===== src/rtl/sof_sync.sv =====
// Receive-side SOF framer: hunts the 26-symbol pi/2-BPSK SOF in the symbol stream and forwards
// the following PAYLOAD_LEN symbols. Define SOF_PHASE_INV_EN to also lock on a 180-deg inverted SOF.
module sof_sync #(
    parameter int W           = 12,
    parameter int PAYLOAD_LEN = 61,
    parameter int THRESH      = 48
) (
    input  logic         clk,
    input  logic         rst,
    input  logic         in_valid,
    input  logic [W-1:0] in_i,
    input  logic [W-1:0] in_q,
    output logic         in_ready,
    output logic         out_valid,
    output logic [W-1:0] out_i,
    output logic [W-1:0] out_q,
    output logic         out_sof,
    input  logic         out_ready,
    output logic         locked,
    output logic [5:0]   score
);

    localparam int          CNT_W = $clog2(PAYLOAD_LEN);
    localparam logic [25:0] SOF   = 26'h18D2E82;
    // Symbol k (k=0 sent first) sits at register bit 25-k; odd k means even bit index.
    localparam logic [25:0] EXP_I = SOF ^ 26'h1555555;

    typedef enum logic {ST_HUNT, ST_PAYLOAD} state_t;

    state_t           state_q;
    logic [25:0]      qsr_q, isr_q, qsr_d, isr_d;
    logic [4:0]       fill_q, fill_d;
    logic [CNT_W-1:0] cnt_q;
    logic             out_valid_q, out_sof_q;
    logic [W-1:0]     out_i_q, out_q_q, pay_i, pay_q;
    logic [5:0]       score_q, match;
    logic             accept, sof_hit, inv_hit;

    function automatic logic [5:0] ones26(input logic [25:0] v);
        logic [5:0] c;
        c = '0;
        for (int k = 0; k < 26; k++) c += {5'd0, v[k]};
        return c;
    endfunction

    // NOTE: every signal written in always_comb gets a default first, so no latch can be inferred.
    always_comb begin
        in_ready = 1'b1;
        if (state_q == ST_PAYLOAD) in_ready = out_ready | ~out_valid_q;
    end

    assign accept  = in_valid & in_ready;
    assign qsr_d   = {qsr_q[24:0], in_q[W-1]};
    assign isr_d   = {isr_q[24:0], in_i[W-1]};
    assign fill_d  = (fill_q == 5'd26) ? 5'd26 : fill_q + 5'd1;
    assign match   = ones26(~(qsr_d ^ SOF)) + ones26(~(isr_d ^ EXP_I));
    assign sof_hit = (match >= 6'(THRESH));

`ifdef SOF_PHASE_INV_EN
    logic inv_q;

    // Negation of the most negative code saturates to the most positive one.
    function automatic logic [W-1:0] neg_sat(input logic [W-1:0] x);
        if (x == {1'b1, {(W-1){1'b0}}}) return {1'b0, {(W-1){1'b1}}};
        return -x;
    endfunction

    assign inv_hit = (match <= 6'(52 - THRESH));
    assign pay_i   = inv_q ? neg_sat(in_i) : in_i;
    assign pay_q   = inv_q ? neg_sat(in_q) : in_q;

    always_ff @(posedge clk) begin
        if (rst)
            inv_q <= 1'b0;
        else if (state_q == ST_HUNT && accept && fill_d == 5'd26 && (sof_hit || inv_hit))
            inv_q <= ~sof_hit;
    end
`else
    assign inv_hit = 1'b0;
    assign pay_i   = in_i;
    assign pay_q   = in_q;
`endif

    // NOTE: sequential state uses non-blocking assignments so every register samples pre-edge values.
    always_ff @(posedge clk) begin
        if (rst) begin
            state_q     <= ST_HUNT;
            qsr_q       <= '0;
            isr_q       <= '0;
            fill_q      <= '0;
            cnt_q       <= '0;
            score_q     <= '0;
            out_valid_q <= 1'b0;
            out_sof_q   <= 1'b0;
            out_i_q     <= '0;
            out_q_q     <= '0;
        end else begin
            case (state_q)
                ST_HUNT: begin
                    if (accept) begin
                        qsr_q   <= qsr_d;
                        isr_q   <= isr_d;
                        fill_q  <= fill_d;
                        score_q <= match;
                        if (fill_d == 5'd26 && (sof_hit || inv_hit)) state_q <= ST_PAYLOAD;
                    end
                end
                ST_PAYLOAD: begin
                    if (accept) begin
                        if (cnt_q == CNT_W'(PAYLOAD_LEN - 1)) begin
                            state_q <= ST_HUNT;
                            cnt_q   <= '0;
                            fill_q  <= '0;
                            qsr_q   <= '0;
                            isr_q   <= '0;
                        end else begin
                            cnt_q <= cnt_q + 1'b1;
                        end
                    end
                end
                default: state_q <= ST_HUNT;
            endcase

            // Output register: load on a payload accept, drain on out_ready, hold while stalled.
            if (state_q == ST_PAYLOAD && accept) begin
                out_valid_q <= 1'b1;
                out_sof_q   <= (cnt_q == '0);
                out_i_q     <= pay_i;
                out_q_q     <= pay_q;
            end else if (out_ready) begin
                out_valid_q <= 1'b0;
                out_sof_q   <= 1'b0;
            end
        end
    end

    assign out_valid = out_valid_q;
    assign out_sof   = out_sof_q;
    assign out_i     = out_i_q;
    assign out_q     = out_q_q;
    assign score     = score_q;
    assign locked    = (state_q == ST_PAYLOAD);

endmodule

===== config.mk =====
export PLATFORM = sky130hd
export DESIGN_NAME = sof_sync
export DESIGN_NICKNAME = d
export VERILOG_FILES = /design/src/rtl/sof_sync.sv
export SDC_FILE = /design/constraint.sdc
export NUM_CORES = 1
export LEC_CHECK = 0
export CELL_PAD_IN_SITES_DETAIL_PLACEMENT = 2
export CELL_PAD_IN_SITES_GLOBAL_PLACEMENT = 2
export CORE_UTILIZATION = 37
export DETAILED_ROUTE_END_ITERATION = 16
export HOLD_SLACK_MARGIN = 0.12
export PLACE_DENSITY_LB_ADDON = 0.1
export SYNTH_ARGS = -nofsm -noshare
export SYNTH_HDL_FRONTEND = slang
export SYNTH_SLANG_ARGS = --single-unit

===== constraint.sdc =====
create_clock -name clk -period 15.6 [get_ports clk]
set_clock_uncertainty 0.05 [all_clocks]
set_input_delay 3.9 -clock clk [delete_from_list [all_inputs] [get_ports clk]]
set_output_delay 3.9 -clock clk [all_outputs]
set_load 0.05 [all_outputs]

* Word level (Yosys, flattened, before mapping) *
Cells that the tools add are included.

storage, ports and cells
  register bits after elaboration = 94
  output and inout bits = 34
  logic and storage cells = 106

cells by class
  add/sub/neg operators = 53
  $lt $le $gt $ge = 1
  equal/unequal tests = 6
  multiplexer cells = 21
  bitwise logic cells = 8
  reduce and logical (&&, ||, !) cells = 7

operators with widths
  cell                   count
  $add A6 B1 Y6          40
  $mux W25               4
  $pmux W25 S2           2
  $not A26 Y26           2
  $mux W5                4
  $not A16 Y16           1
  $add A5 B1 Y6          2
  $not A11 Y11           1
  $add A4 B1 Y5          2
  $eq A5 B5 Y1 const B   2
  $pmux W5 S2            1
  $add A3 B1 Y4          2
  $mux W1                8
  $add A2 B1 Y3          2
  $add A6 B1 Y6 const B  1
  $add A6 B6 Y6          1
  $eq A6 B6 Y1 const B   1
  $ge A6 B6 Y1 const B   1
  $logic_not A6 Y1       1
  $mux W6                1
  $add A5 B1 Y5 const B  1
  $add A1 B1 Y2          2
  $ne A2 B1 Y1 const B   2
  $reduce_and A2 Y1      2
  other kinds (8)        10

* Logic depth before layout (Yosys ltp) *
  depth after elaboration = 33
  gate-level depth with buffers = 21

* Least setup slack after synthesis *
Ideal clock, no wire load.

  path kind = input to register
  from = input port in_q[11]
  to = register state_q (netlist: locked)
  library setup time = 0.087 ns
  data arrival time = 8.847 ns
  data required time = 15.463 ns
  slack = 6.616 ns
  stages = 17
  buffers on the path = 0
  cell sequence = inv_1 > fa_1 > fa_1 > inv_1 > fa_1 > inv_1 > fa_1 > fa_1 > fa_1 > fa_1 > ha_1 > fa_1 > a21o_1 > a21oi_1 > xnor2_1 > a21oi_1 > o31ai_1

on the way
  longest elaborated chain between the ends = 32

ends and longest elaborated chain
  item                         RTL line  text
  start: declaration           12        input logic [W-1:0] in_q,
  $not A26 Y26                 56        assign match = ones26(~(qsr_d ^ SOF)) + ones26(~(isr_d ^ EXP_I));
  $add A1 B1 Y2                42        for (int k = 0; k < 26; k++) c += {5'd0, v[k]};
  $add A2 B1 Y3                42
  $add A3 B1 Y4                42
  $add A4 B1 Y5                42
  $add A5 B1 Y6                42
  $add A6 B1 Y6 (20 in a row)  42
  $add A6 B6 Y6                56
  $ge A6 B6 Y1                 57        assign sof_hit = (match >= 6'(THRESH));
  $logic_and A1 B1 Y1          105       if (fill_d == 5'd26 && (sof_hit || inv_hit)) state_q <= ST_PAYLOAD;
  $mux W1                      105
  $mux W1                      100       if (accept) begin
  $pmux W1 S2                  98        case (state_q)
  end signal: assignment       105
  end signal: assignment       111       state_q <= ST_HUNT;
  end signal: assignment       121       default: state_q <= ST_HUNT;
  end: declaration             30        state_t state_q;

Every way passes these cells.
A chain may end at the register's enable or synchronous reset.

* Final worst setup path *
Ends and elaborated chain as after synthesis.

==> flow_metrics.tcl <==
set metrics [dict create \
    status "finished clean" \
    critPathCaptureType "register" \
    postCtsHoldBufs 0 \
    crit_path_start_kind "input port" \
    antenna_cells 0 \
    syn-num-nets 602 \
    grt_pass1_wl_um 20480 \
    crit_arrival_ns 9.67 \
    io_pins 62 \
    regArea_um2 1882 \
    gr-total-overflow 0 \
    dieWidth_um 115 \
    worst_hold_path_type "reg2reg" \
    ys_warn_count 0 \
    grt_max_degree 90 \
    grt_pass1_vias 4033 \
    clk_pin_slew_ns 0.07 \
    start_util_pct 38.69 \
    drive_gt1_share_pct 3.860 \
    r2r-end "locked$_SDFF_PP0_" \
    worstMarginPinSlew_ns 1.062 \
    ant_nets 0 \
    dp_hpwl_um 8758 \
    postCtsSetupBuffers 0 \
    utilization_pct 47.11 \
    cts.sinks 94 \
    cts_tree "done" \
    rsz0062_at_grt "false" \
    fmax_mhz 105.7 \
    reg2reg_depth 18 \
    r2r_setup_slack_ns 9.78 \
    syn_inst 518 \
    netlist_area_um2 4725 \
    drv_slew 0 \
    p_leak_nw 2.182 \
    synthToLayoutAreaGrowth_pct 21.77 \
    cts_made_buffers 9 \
    relSlewSlack_pct 29.02 \
    wirelength_um 12190 \
    hold_viol 0 \
    clkLatencyLatePin_ns 0.35 \
    vias 3686 \
    clockRootBuffer "clkbuf_16" \
    min_period_ns 9.465 \
    place.gp.congestion 0.7623 \
    synthTopCellsByArea "dfxtp_1 (40%), fa_1 (18%), a22oi_1 (8.1%), inv_1 (6.4%), nand2_1 (4.9%)" \
    multi_input_area_um2 2391 \
    critPathMaxFanout 3 \
    first_iter_violations 136 \
    dr.pass1.iters 4 \
    setup_viol 0 \
    antenna_found_initial 0 \
    grt_util_all_layers_pct 20.43 \
    fin_nets 649 \
    yosys.area.top_type "dfxtp_1" \
    vias_per_cell 4.995 \
    clockBufferDepth 2 \
    die_area_um2 13230 \
    dp_cells 722 \
    rows 40 \
    fin_crit_sh_pct 60.67 \
    holdPathStages 2 \
    nFillCells 1388 \
    tns_ns 0 \
    min_from "out_i[0]$_SDFFE_PP0P_" \
    vdd_drop_max_uv 48.00 \
    fin_cells 738 \
    powerDensity_nw_per_um2 112.7 \
    coreArea_um2 12210 \
    io_buffers 61 \
    r2r_start "qsr_q[10]$_SDFFE_PP0P_" \
    synth_top_area_share_pct 39.83 \
    cts_resized 0 \
    synth.avg_cell_area_um2 9.121 \
    htreeDepth 3 \
    die_height_um 115 \
    max-cap-violations 0 \
    drcViolationCount 0 \
    yosysUniqueCellTypes 27 \
    yosysSeqAreaShare_pct 39.83 \
    wl_per_cell_um 16.51 \
    ys_seq_elements 94 \
    critPathRequiredTime_ns 15.81 \
    whs_endpoint "out_i[0]$_SDFFE_PP0P_" \
    setup.worst_path.class "in2reg" \
]
## how the worst max path moves through the flow
| stage | to | from | cells past startpoint | slack [ns] |
|---|---|---|---|---|
| after global routing | locked$_SDFF_PP0_ | in_q[11] | 18 | 5.83 |
| after global placement | locked$_SDFF_PP0_ | in_q[11] | 18 | 5.95 |
| final | locked$_SDFF_PP0_ | in_q[11] | 18 | 6.14 |
| after CTS | locked$_SDFF_PP0_ | in_q[11] | 18 | 6.12 |
| after floorplan | locked$_SDFF_PP0_ | in_q[11] | 17 | 6.62 |
| after detailed placement | locked$_SDFF_PP0_ | in_q[11] | 18 | 5.76 |
## synthesized netlist by cell type
library cell  instances
and3_1                4
nor2_1               62
nand2_1              62
buf_6                 6
dfxtp_1              94
o21ai_0               4
fa_1                 43
a211oi_1              5
nand3b_1              2
nor4_1                1
clkbuf_1             19
o211ai_1              1
nand4_1               2
xor2_1                5
or3_1                 1
nand3_1               6
xnor2_1               5
a21oi_1              38
nand4b_1              2
nor2b_1               1
buf_2                 4
o31ai_1               2
a22oi_1              51
a21o_1                3
ha_1                 13
inv_1                80
nand2b_1              2
## final cells by class
class | instances | share of cell area [%]
inverters | 80 | 5.220
multi-input cells | 315 | 41.56
clock buffers | 11 | 4.393
repair buffers | 65 | 11.05
flip-flops and latches | 94 | 32.71
well taps | 168 | 3.654
clock inverters | 5 | 1.414
## per-stage QoR
step	cell area (um^2)	hold WS, ns	setup slack (ns)	power [W]
after floorplan	4725	0.4118	6.616	0.0003621
after global placement	5419	0.3910	5.952	0.0003982
after detailed placement	5419	0.3978	5.763	0.0004083
after CTS	5753	0.4076	6.122	0.0006585
after global routing	5753	0.4398	5.834	0.0006845
final	5753	0.4060	6.135	0.0006482
## critical path, stage by stage
cell and delay [ns]:
clkdlybuf4s50_1 0.51, inv_1 0.08, fa_1 0.50, fa_1 0.52, inv_1 0.06, fa_1 0.51, inv_1 0.05, fa_1 0.52
fa_1 0.44, fa_1 0.56, fa_1 0.43, ha_1 0.24, fa_1 0.41, a21o_1 0.19, a21oi_1 0.21, xnor2_1 0.17
a21oi_1 0.10, o31ai_1 0.26
## metal layers
metal  vias to the layer above  share of wire (%)  track usage (%)
met1                      1850                 45            25.21
met4                         0                2.0            8.831
met3                        15                4.0            3.479
met2                        70                 49            35.22
met5                         -                  0                0
li1                       1751                  -                -
## sequential cells by signal, summed over array words and instances, names as in the netlist, 5 cells and up
name	cells
cnt_q	6
out_q	12
out_i	12
score	6
isr_q	25
qsr_q	25
fill_q	5
## cell families after synthesis
group                      share of synthesized area, %
and+or+nand+nor                                   12.63
buffers and inverters                             9.719
adders and majority gates                         21.66
DFF                                               39.83
xor gates and xnor gates                          1.854
AOI/OAI and AO/OA                                 14.30
## layout by cell type (no fill, tap or decap), types with 3 or more instances in the layout
cell,synthesis,routed
dfxtp_1,94,94
inv_1,80,80
nand2_1,62,62
nor2_1,62,62
clkdlybuf4s50_1,0,60
a22oi_1,51,51
fa_1,43,43
a21oi_1,38,38
ha_1,13,13
clkbuf_16,0,9
nand3_1,6,6
xnor2_1,5,5
a211oi_1,5,5
xor2_1,5,5
and3_1,4,4
o21ai_0,4,4
buf_4,0,4
a21o_1,3,3
## power breakdown
| group | internal [W] | total (W) | switching [W] |
|---|---|---|---|
| combinational | 0.0000625 | 0.000153 | 0.0000902 |
| sequential | 0.000246 | 0.000249 | 0.00000340 |
| clock | 0.000149 | 0.000247 | 0.0000973 |
(Power assumes the default switching activity.)
